--- config.mk ---
export PLATFORM = sky130hd
export DESIGN_NAME = rss_accum
export DESIGN_NICKNAME = d
export VERILOG_FILES = /design/src/rtl/rss_accum.sv
export SDC_FILE = /design/constraint.sdc
export NUM_CORES = 1
export LEC_CHECK = 0
export CELL_PAD_IN_SITES_DETAIL_PLACEMENT = 0
export CELL_PAD_IN_SITES_GLOBAL_PLACEMENT = 1
export CORE_MARGIN = 1.5
export CORE_UTILIZATION = 35
export DETAILED_ROUTE_END_ITERATION = 10
export PLACE_DENSITY = 0.66
export SLEW_MARGIN = 20
export SYNTH_ARGS = -nofsm -noshare
export SYNTH_HDL_FRONTEND = slang
export SYNTH_SLANG_ARGS = --single-unit
--- constraint.sdc ---
create_clock -name clk -period 4.2 [get_ports clk]
set_input_delay 1.26 -clock clk [delete_from_list [all_inputs] [get_ports clk]]
set_output_delay 1.26 -clock clk [all_outputs]
set_load 0.01 [all_outputs]
--- src/rtl/rss_accum.sv ---
// Root-sum-of-squares accumulator.
// Each accepted sample a adds a*a to an accumulator (or restarts it when clear=1).
// A restoring square-root engine then computes g = floor(sqrt(acc)), one root bit per
// cycle. The result is held with a valid/ready handshake.
// Optional feature: define RSS_ACCUM_SAT_EN for a saturating accumulator with a sticky
// overflow flag. Without it, the accumulator wraps and overflow reads 0.
module rss_accum #(
   parameter int unsigned IN_W   = 8,
   parameter int unsigned ACC_W  = 20,
   localparam int unsigned ROOT_W = ACC_W / 2
) (
   input  logic              clk,
   input  logic              reset,
   input  logic [IN_W-1:0]   a,
   input  logic              valid_in,
   input  logic              clear,
   output logic              ready_in,
   output logic [ROOT_W-1:0] g,
   output logic              valid_out,
   input  logic              ready_out,
   output logic              overflow
);

   localparam int unsigned CNT_W = (ROOT_W > 1) ? $clog2(ROOT_W) : 1;
   localparam int unsigned REM_W = ROOT_W + 2;

   typedef enum logic [1:0] {StIdle, StCalc, StDone} state_e;

   state_e              state_q, state_d;
   logic [ACC_W-1:0]    acc_q, acc_d;
   logic                ovf_q, ovf_d;
   logic [ACC_W-1:0]    rad_q, rad_d;
   logic [REM_W-1:0]    rem_q, rem_d;
   logic [ROOT_W-1:0]   root_q, root_d;
   logic [CNT_W-1:0]    cnt_q, cnt_d;
   logic [ROOT_W-1:0]   g_q, g_d;
   logic                valid_q, valid_d;

   logic [2*IN_W-1:0]   sq;
   logic [ACC_W-1:0]    acc_new;
   logic                ovf_new;
   logic [REM_W-1:0]    rem_sh;
   logic [REM_W-1:0]    trial;
   logic                rem_ge;
   logic [ROOT_W-1:0]   root_step;

   assign sq = (2*IN_W)'(a) * (2*IN_W)'(a);

`ifdef RSS_ACCUM_SAT_EN
   logic [ACC_W:0] sum_ext;
   assign sum_ext = {1'b0, acc_q} + (ACC_W+1)'(sq);

   // Accumulator update: restart on clear, otherwise add and clamp at full scale.
   always_comb begin
      acc_new = acc_q;
      ovf_new = ovf_q;
      if (clear) begin
         // a*a alone always fits, so a clear handshake also drops the sticky flag
         acc_new = ACC_W'(sq);
         ovf_new = 1'b0;
      end else if (sum_ext[ACC_W]) begin
         acc_new = '1;
         ovf_new = 1'b1;
      end else begin
         acc_new = sum_ext[ACC_W-1:0];
      end
   end
`else
   logic [ACC_W-1:0] sum_wrap;
   assign sum_wrap = acc_q + ACC_W'(sq);

   // Accumulator update: restart on clear, otherwise add modulo 2^ACC_W.
   always_comb begin
      acc_new = clear ? ACC_W'(sq) : sum_wrap;
      ovf_new = 1'b0;
   end
`endif

   // One restoring square-root step: bring down the next two radicand bits, try 4*root+1.
   always_comb begin
      rem_sh    = (rem_q << 2) | REM_W'(rad_q[ACC_W-1 -: 2]);
      trial     = {root_q, 2'b01};
      rem_ge    = (rem_sh >= trial);
      root_step = {root_q[ROOT_W-2:0], rem_ge};
   end

   // FSM next state and datapath loads.
   always_comb begin
      state_d = state_q;
      acc_d   = acc_q;
      ovf_d   = ovf_q;
      rad_d   = rad_q;
      rem_d   = rem_q;
      root_d  = root_q;
      cnt_d   = cnt_q;
      g_d     = g_q;
      valid_d = valid_q;
      unique case (state_q)
         StIdle: begin
            if (valid_in) begin
               acc_d   = acc_new;
               ovf_d   = ovf_new;
               rad_d   = acc_new;
               rem_d   = '0;
               root_d  = '0;
               cnt_d   = CNT_W'(ROOT_W - 1);
               state_d = StCalc;
            end
         end
         StCalc: begin
            rad_d  = rad_q << 2;
            rem_d  = rem_ge ? (rem_sh - trial) : rem_sh;
            root_d = root_step;
            cnt_d  = cnt_q - 1'b1;
            if (cnt_q == '0) begin
               cnt_d   = '0;
               g_d     = root_step;
               valid_d = 1'b1;
               state_d = StDone;
            end
         end
         StDone: begin
            if (ready_out) begin
               valid_d = 1'b0;
               state_d = StIdle;
            end
         end
         default: state_d = StIdle;
      endcase
   end

   // State registers with asynchronous active-low reset.
   always_ff @(posedge clk or negedge reset) begin
      if (!reset) begin
         state_q <= StIdle;
         acc_q   <= '0;
         ovf_q   <= 1'b0;
         rad_q   <= '0;
         rem_q   <= '0;
         root_q  <= '0;
         cnt_q   <= '0;
         g_q     <= '0;
         valid_q <= 1'b0;
      end else begin
         state_q <= state_d;
         acc_q   <= acc_d;
         ovf_q   <= ovf_d;
         rad_q   <= rad_d;
         rem_q   <= rem_d;
         root_q  <= root_d;
         cnt_q   <= cnt_d;
         g_q     <= g_d;
         valid_q <= valid_d;
      end
   end

   assign ready_in  = (state_q == StIdle);
   assign g         = g_q;
   assign valid_out = valid_q;
   assign overflow  = ovf_q;

endmodule

Yosys cells after proc, flatten, opt, wreduce, memory -nomap -nowiden
Index checks and enable logic that the tools add are counted.

Bits in registers: 77. Latch bits: 0. Bits in writable memories: 0. Memory bits (read-only): 0. Bits of input ports: 13. Output and inout port bits: 13. Word-level logic and storage cells: 46. Memories: 0.

Add/subtract/negate cells: 3. Multipliers: 1. Div/mod/pow operators: 0. Magnitude comparators: 1. Equality and inequality tests: 5. Shifts and indexed selects: 0. Multiplexer cells: 18. Bitwise gates (word level): 1. Reductions and logical operators: 9.

Operators with widths (count): 2-to-1 mux 20 bit (2); case mux 10 bit (2 select lines) (2); case mux 20 bit (2 select lines) (1); 2-to-1 mux 10 bit (3); adder 20 x 16 -> 20 bit (1); multiplier 8 x 8 -> 16 bit (1); greater-or-equal comparator 12 bit (1); OR 12 x 2 -> 12 bit (1); subtractor 10 bit (1); 2-to-1 mux 4 bit (2); case mux 4 bit (2 select lines) (1); 2-to-1 mux 2 bit (3); inequality test 2 bit, second input constant (3); case mux 2 bit (3 select lines) (1); AND reduction 2 bit (3); AND reduction 3 bit (2); zero test 4 bit (1); nonzero test 2 bit (2); subtractor 4 x 1 -> 4 bit, second input constant (1); equality test 2 x 1 -> 1 bit, second input constant (1); equality test 2 bit, second input constant (1); zero test 2 bit (1); 2-to-1 mux 1 bit (2); case mux 1 bit (2 select lines) (1).

Depth between registers and ports, before layout
Gate-level depths: netlist of the first run.

Depth in word-level cells: 5. Depth in mapped cells: 24. Depth with buffers taken out: 24.

Worst setup path after synthesis of the first run
Ideal clock, no wire load.

Kind: input-to-reg. From: in a[0]. To: reg rad_q[17]. Setup time: 125 ps. Arrival time: 6028 ps. Slack: -1953 ps. Stages on the path: 23. Cells stage by stage: and2_1 > ha_1 > a31o_2 > fa_1 > inv_1 > fa_1 > fa_1 > inv_1 > ha_1 > a21oi_1 > o21ai_0 > a31o_2 > a21oi_1 > xnor2_1 > ha_1 > a21oi_1 > a21boi_0 > o21a_1 > nor3_1 > nand2_1 > o211ai_1 > or3_1 > nand3_1.

Cells in the longest elaborated chain, start to end: 5.

RTL lines: start, declared (line 14) `input logic [IN_W-1:0] a,`; multiplier 8 x 8 -> 16 bit (line 47) `assign sq = (2*IN_W)'(a) * (2*IN_W)'(a);`; adder 20 x 16 -> 20 bit (line 70) `assign sum_wrap = acc_q + ACC_W'(sq);`; 2-to-1 mux 20 bit (line 74) `acc_new = clear ? ACC_W'(sq) : sum_wrap;`; 2-to-1 mux 20 bit (line 100) `if (valid_in) begin`; case mux 20 bit (2 select lines) (line 98) `unique case (state_q)`; end signal, assigned (line 148) `rad_q <= rad_d;`; end, declared (line 32) `logic [ACC_W-1:0] rad_q, rad_d;`.

Every way passes these cells. The select of a mux whose other input is x is not followed. A chain may end at the register's enable or synchronous reset.

Worst setup path after layout of the first run
From: in a[6]. To: reg acc_q[17].

Cells in the longest elaborated chain, start to end: 3.

RTL lines: multiplier 8 x 8 -> 16 bit (line 47); adder 20 x 16 -> 20 bit (line 70); 2-to-1 mux 20 bit (line 74); end signal, assigned (line 136) `acc_q <= '0;`; end signal, assigned (line 146) `acc_q <= acc_d;`; end, declared (line 30) `logic [ACC_W-1:0] acc_q, acc_d;`.

Every way passes these cells.

==> results of run 1 <==
## kinds of logic (layout without fill, tap and decap cells)
group           after synthesis  after routing
fa+ha+maj                    85             85
other cells                   1              3
xor+xnor                     35             35
flops                        77             77
compound gates              183            183
buf+inv                      90            224
mux                          14             14
simple gates                189            189
## power groups by stage
stage / registers, mW / clock network [mW] / logic (mW)
global placement: 1.31 / 0 / 4.62
CTS: 1.32 / 0.872 / 5.39
floorplan: 1.27 / 0 / 3.26
finish: 1.32 / 0.855 / 6.15
detailed placement: 1.32 / 0 / 4.71
global route: 1.36 / 0.900 / 6.76
## worst paths after layout
check / from / to / slack (ns) / cells after the start
max reg2reg: acc_q[0] / acc_q[18] / 1.65 / 10
max: a[6] / acc_q[17] / -1.66 / 25
min: g[8] / g[8] / 0.48 / 2
min reg2reg: g[8] / g[8] / 0.48 / 2
min in group asynchronous: reset / acc_q[2] / 0.94 / 1
max in group asynchronous: reset / rem_q[1] / 2.76 / 1
## worst max-delay path, cell delays in order
cell      delay, ns
buf_6          0.11
and2_4         0.17
fa_1           0.49
fa_2           0.55
inv_2          0.04
fa_1           0.45
fa_1           0.51
inv_2          0.05
ha_4           0.22
a21oi_2        0.11
o21ai_1        0.08
a31o_2         0.24
a21oi_4        0.15
buf_6          0.13
xnor2_4        0.12
ha_4           0.25
a21oi_4        0.15
a21boi_2       0.06
o21a_1         0.21
nor3_4         0.19
nand2_1        0.07
o211ai_1       0.13
buf_4          0.16
a21oi_2        0.04
o21ai_1        0.16
## final cells by class
class                   count  area (µm²)
inverters                  65       252.7
repair buffers            143        1267
fillers                  1530        8108
multi-input cells         509        4548
clock inverters             6       93.84
clock buffers              10       229.0
well taps                 220       275.3
flip-flops and latches     77        1927
## registers in the layout, summed over array words and instances, names as in the netlist
signal and flops:
state_q 2, rem_q 10, acc_q 20, cnt_q 4, rad_q 20, valid_out 1, g 10, root_q 10
## synthesized netlist by cell type, types with 2 or more instances
| cell | n | area share |
|---|---|---|
| a21oi_1 | 42 | 0.035 |
| a211oi_1 | 5 | 0.0062 |
| o31ai_1 | 4 | 0.0050 |
| a22o_1 | 3 | 0.0044 |
| o21bai_1 | 3 | 0.0037 |
| mux2i_1 | 13 | 0.022 |
| clkbuf_1 | 20 | 0.012 |
| inv_1 | 65 | 0.040 |
| a211o_1 | 3 | 0.0044 |
| or4_1 | 2 | 0.0025 |
| a21boi_0 | 3 | 0.0037 |
| a31o_2 | 3 | 0.0044 |
| nand2_1 | 63 | 0.039 |
| and2_1 | 23 | 0.024 |
| nor3_1 | 10 | 0.0083 |
| a22oi_1 | 9 | 0.011 |
| o21a_1 | 9 | 0.011 |
| and3_1 | 5 | 0.0052 |
| dfrtp_1 | 77 | 0.32 |
| a21o_1 | 15 | 0.019 |
| nor2b_1 | 6 | 0.0062 |
| or3_1 | 4 | 0.0041 |
| a221o_1 | 4 | 0.0066 |
| o21ai_1 | 23 | 0.019 |
| o21ai_0 | 39 | 0.032 |
| fa_1 | 24 | 0.080 |
| nand3_1 | 27 | 0.022 |
| nand2b_1 | 6 | 0.0062 |
| xor2_1 | 11 | 0.016 |
| ha_1 | 61 | 0.13 |
| buf_1 | 3 | 0.0019 |
| a31oi_1 | 2 | 0.0021 |
| xnor2_1 | 24 | 0.035 |
| nor2_1 | 37 | 0.023 |
| o211ai_1 | 4 | 0.0050 |
| nand4_1 | 3 | 0.0031 |
## per-stage QoR
step / TNS [ns] / utilization / cells
after detailed placement: -72.00 / 0.4398 / 982
after floorplan: -34.78 / - / 676
after global routing: -46.15 / 0.5145 / 1030
after CTS: -44.75 / 0.4838 / 1013
after global placement: -69.55 / 0.4398 / 982
final: -40.26 / 0.5145 / 1030
## layer usage
metal	routed length [µm]	share of wire	global-route usage
met5	0	0	0
met4	214	0.014	0.05018
met3	286	0.019	0.02419
met2	7201	0.48	0.2869
met1	7380	0.49	0.2412
## repair_timing
| action | 4_1_cts | 5_1_grt |
|---|---|---|
| hold buffers | 0 | 0 |
| gates resized for setup | 103 | 89 |
| endpoints found under the setup margin | 32 | 32 |
| setup buffers | 16 | 21 |
| pin swaps | 45 | 90 |
## cell usage in the layout (no fill, tap or decap), drive strengths merged, types with 11 or more instances in the layout
master / count
ha: 61
a21o: 15
o21ai: 63
xnor2: 24
dfrtp: 77
and2: 23
nand3: 27
inv: 66
buf: 128
mux2i: 13
xor2: 11
fa: 24
clkdlybuf4s50: 15
nor2: 37
a21oi: 42
nand2: 63
==> impl_metrics.tcl, run 1 <==
set metrics [dict create \
    ys_seq_area_frac 0.3192 \
    arrival_ns 6.12 \
    ir_drop_uv 357.8 \
    yosys_most_used_dff "dfrtp_1" \
    yosys.area_share.adder 0.2060 \
    required_ns 4.46 \
    via_count 5162 \
    ios 26 \
    pre_cts_ws_ns -2.697 \
    core_area_um2 16700 \
    htreeDepth 3 \
    seq_power_share 0.159 \
    fin_nets 903 \
    antenna_found_initial 0 \
    fp-row-count 47 \
    start_kind "input port" \
    hold_slack_ns 0.4803 \
    grt_max_degree 78 \
    gp_congestion 0.8116 \
    layout_min_cycle_time_ns 5.857 \
    drc 0 \
    max_cap_violations 0 \
    total_power_mw 8.321 \
    synth_simple_gate_area_share 0.1474 \
    period_share 1.394 \
    root_buffer "clkbuf_16" \
    synth-compound-area-share 0.1959 \
    clock_path_buffers 2 \
    fmax_ghz 0.1707 \
    comb_power_share 0.739 \
    finalHoldViolCount 0 \
    antenna_cells 0 \
    endpoint_kind "register" \
    hp-class "register to register" \
    clkPwrFrac 0.103 \
    grt-ovfl-total 0 \
    synth_top_family_by_area "adder cells" \
    cts_tree "done" \
    slew_violations 0 \
    violations "setup timing" \
    clock_sinks 77 \
    avgSynthCellArea_um2 8.957 \
    die_height_um 134.3 \
    status "finished, violations left" \
    grt_pass1_vias 5186 \
    setup_viol 32 \
    place_area_um2 7346 \
    max-slew-margin-rel 0.4401 \
    synth_cell_types 55 \
    p_per_area_nw_per_um2 968.4 \
    synthXorXnorAreaFrac 0.05078 \
    fin_skew_ns 0.01015 \
    rsz0062_at_grt "true" \
    path_class "input port to register" \
    grt_pass1_wl_mm 25.39 \
    synth_seq_cells 77 \
    final_cell_area_um2 8593 \
    clkLatencyLatePin_ns 0.35 \
    drt_iter0_drc 241 \
    ys_warn_count 0 \
    worst_slack_ns -1.657 \
    synthArstFlopShare 1.000 \
    synth_enable_flop_cells 0 \
    synth.area.mux_share 0.02342 \
    areaGrowthSynthToFinish_pct 42.34 \
    portBuffers 24 \
    viasPerCell 5.012 \
    numCtsBuffers 9 \
    wl_per_cell_um 14.64 \
    intPower_mw 4.775 \
    syn_area_um2 6037 \
    layout-drive-gt1-share 0.3469 \
    antenna_left 0 \
    worst_pin_slew_ns 0.8399 \
    cp_max_fo 5 \
    p_switching_mw 3.547 \
    start_util 0.3615 \
    routed_wl_mm 15.08 \
    die_area_um2 18050 \
    die_x_um 134.3 \
    drtPass1Iterations 5 \
    dp_hpwl_mm 11.04 \
    swShare 0.4262 \
    p_leak_nw 3.940 \
    grt_util_all_layers 0.1749 \
    syn_inst 674 \
    clkSlewWorstSetupHoldPaths_ns 0.07 \
]
(Power assumes the default switching activity.)
==> inputs of run 2 (changes only) <==
--- a/config.mk
+++ b/config.mk
@@ -5,7 +5,7 @@
 export SDC_FILE = /design/constraint.sdc
 export NUM_CORES = 1
 export LEC_CHECK = 0
-export CELL_PAD_IN_SITES_DETAIL_PLACEMENT = 0
+export CELL_PAD_IN_SITES_DETAIL_PLACEMENT = 1
 export CELL_PAD_IN_SITES_GLOBAL_PLACEMENT = 1
 export CORE_MARGIN = 1.5
 export CORE_UTILIZATION = 35
==> run 2 against run 1 <==
The run still ends with setup timing left. First-iteration DRC count is 20% lower. Cell count stayed put. Global-route usage increased by 2.0 points. Highest routed layer unchanged.
==> impl_metrics.tcl, run 2 (synthesized netlist as in run 1, its figures left out) <==
set metrics [dict create \
    status "finished, violations left" \
    violations "setup timing" \
    max_cap_violations 0 \
    slew_violations 0 \
    worst_path_max_delay_cell "fa_1" \
    fin_skew_ns 0.007738 \
    worst_slack_ns -1.718 \
    finalNonFillerCells 1030 \
    period_share 1.409 \
    worst_pin_slew_ns 0.8751 \
    cts_tree "done" \
    gp_congestion 0.8116 \
    drc 0 \
    hp-class "register to register" \
    core_area_um2 16700 \
    fin_nets 904 \
    grt_max_degree 78 \
    ios 26 \
    die_height_um 134.3 \
    via_count 5382 \
    finalHoldViolCount 0 \
    path_class "input port to register" \
    clkSlewWorstSetupHoldPaths_ns 0.06 \
    cp_max_fo 5 \
    rsz0062_at_grt "true" \
    arrival_ns 6.17 \
    cpPeakStageDelay_ns 0.52 \
    antenna_left 0 \
    grt_util_all_layers 0.1946 \
    p_per_area_nw_per_um2 995.4 \
    htreeDepth 3 \
    portBuffers 24 \
    path_common_cell "fa_1" \
    fillers 1906 \
    grt-ovfl-total 0 \
    clock_path_buffers 2 \
    root_buffer "clkbuf_16" \
    clock_sinks 77 \
    max-slew-margin-rel 0.4166 \
    fmax_ghz 0.1690 \
    cp_cell_sequence "buf_8 -> buf_4 -> nand2_1 -> fa_1 -> inv_2 -> fa_1 -> fa_1 -> inv_1 -> fa_1 -> inv_1 -> ha_4 -> a2111oi_4 -> buf_4 -> nor3_4 -> nor4_1 -> o21bai_1 -> xnor2_2 -> ha_1 -> a21oi_1 -> o21ai_4 -> and3_4 -> o311ai_2" \
    layout-drive-gt1-share 0.3296 \
    drtPass1Iterations 4 \
    setup_viol 32 \
    drt_iter0_drc 193 \
    antenna_found_initial 0 \
    antenna_cells 0 \
    routed_wl_mm 17.69 \
    required_ns 4.45 \
    grt_pass1_vias 5771 \
    p_leak_nw 3.965 \
    die_x_um 134.3 \
    start_util 0.3615 \
    start_kind "input port" \
    ir_drop_uv 411.6 \
    die_area_um2 18050 \
    wl_per_cell_um 17.17 \
    areaGrowthSynthToFinish_pct 41.95 \
    numCtsBuffers 9 \
    layout_min_cycle_time_ns 5.918 \
    largestRegisters "acc_q (20), rad_q (20)" \
    hold_slack_ns 0.4763 \
    endpoint_kind "register" \
    dp_hpwl_mm 12.39 \
    final_cell_mix "buf_4, dfrtp_1, nand2_1" \
    clkLatencyLatePin_ns 0.35 \
    grt_pass1_wl_mm 28.19 \
    fp-row-count 47 \
    mostFrequentLayoutCell "buf_4" \
    crit_family "adder cells" \
    path_buf_inv 6 \
    dp.cells 982 \
    viasPerCell 5.225 \
]
==> run 2: cell count changes in the layout (fill, tap and decap cells not counted), moves of 2 or more <==
cell      delta
nand3_1      +2
nand2_1      +3
inv_1        +4
a21oi_1      +3
buf_4       +14
nand3_2      -3
buf_6       -16
buf_12       +2
inv_2        -3
a21oi_2      -3
nand2_2      -4
a211oi_4     -2
==> run 2: repair_timing <==
action	in CTS	in global routing
endpoints found under the setup margin	32	32
pin swaps	53	77
hold buffers	0	0
cloned	0	0
buffers inserted	16	19
resized for setup	77	88
==> run 2: stage by stage <==
step / total power [mW] / worst slack (ns) / utilization / setup TNS [ns] / instance area, µm²
after floorplan: 4.527 / -1.592 / - / -34.78 / 6276
after global routing: 9.150 / -1.900 / 0.5131 / -45.84 / 8569
after global placement: 5.926 / -2.619 / 0.4398 / -69.55 / 7346
after CTS: 7.622 / -1.853 / 0.4778 / -44.93 / 7980
after detailed placement: 6.167 / -2.759 / 0.4398 / -73.84 / 7346
final: 8.530 / -1.718 / 0.5131 / -40.54 / 8569
==> run 2: worst reg2reg max path, cell delays in order (launching register included) <==
cell      delay, ns
dfrtp_1        0.38
ha_1           0.22
ha_1           0.21
a21oi_1        0.25
nor2_2         0.12
o31a_1         0.38
a31oi_4        0.24
buf_6          0.13
xor2_2         0.15
a211oi_2       0.10
a211o_1        0.25
==> run 2: area by class of cell <==
cell class              instances  area [µm²]  area share
inverters                      65       250.2     0.02920
clock buffers                  10       239.0     0.02789
flip-flops and latches         77        1927      0.2249
clock inverters                 5       107.6     0.01256
well taps                     220       275.3     0.03212
multi-input cells             509        4511      0.5264
repair buffers                144        1260      0.1470
==> run 2: per-layer routing <==
layer	global-route usage	wire length, µm
met4	0.06332	397
met3	0.01852	519
met2	0.3470	9068
met5	0	0
met1	0.2473	7703
==> run 2: path summary, 6_finish.rpt <==
path / startpoint / endpoint / slack (ns) / depth (start not counted)
worst min register to register: g[7] / g[7] / 0.48 / 2
worst min-delay path: g[7] / g[7] / 0.48 / 2
min in group asynchronous: reset / acc_q[4] / 0.81 / 1
worst max-delay path: a[5] / acc_q[18] / -1.72 / 22
worst max register to register: acc_q[0] / rad_q[12] / 1.66 / 10
max in group asynchronous: reset / rem_q[3] / 2.81 / 2
==> run 2: where the power goes <==
| part | total, mW | internal [mW] | leakage (nW) | switching, mW |
|---|---|---|---|---|
| clock network | 0.918 | 0.597 | 0.169 | 0.321 |
| logic | 6.28 | 3.12 | 2.83 | 3.16 |
| registers | 1.33 | 1.08 | 0.969 | 0.251 |
| total | 8.53 | 4.80 | 3.97 | 3.73 |
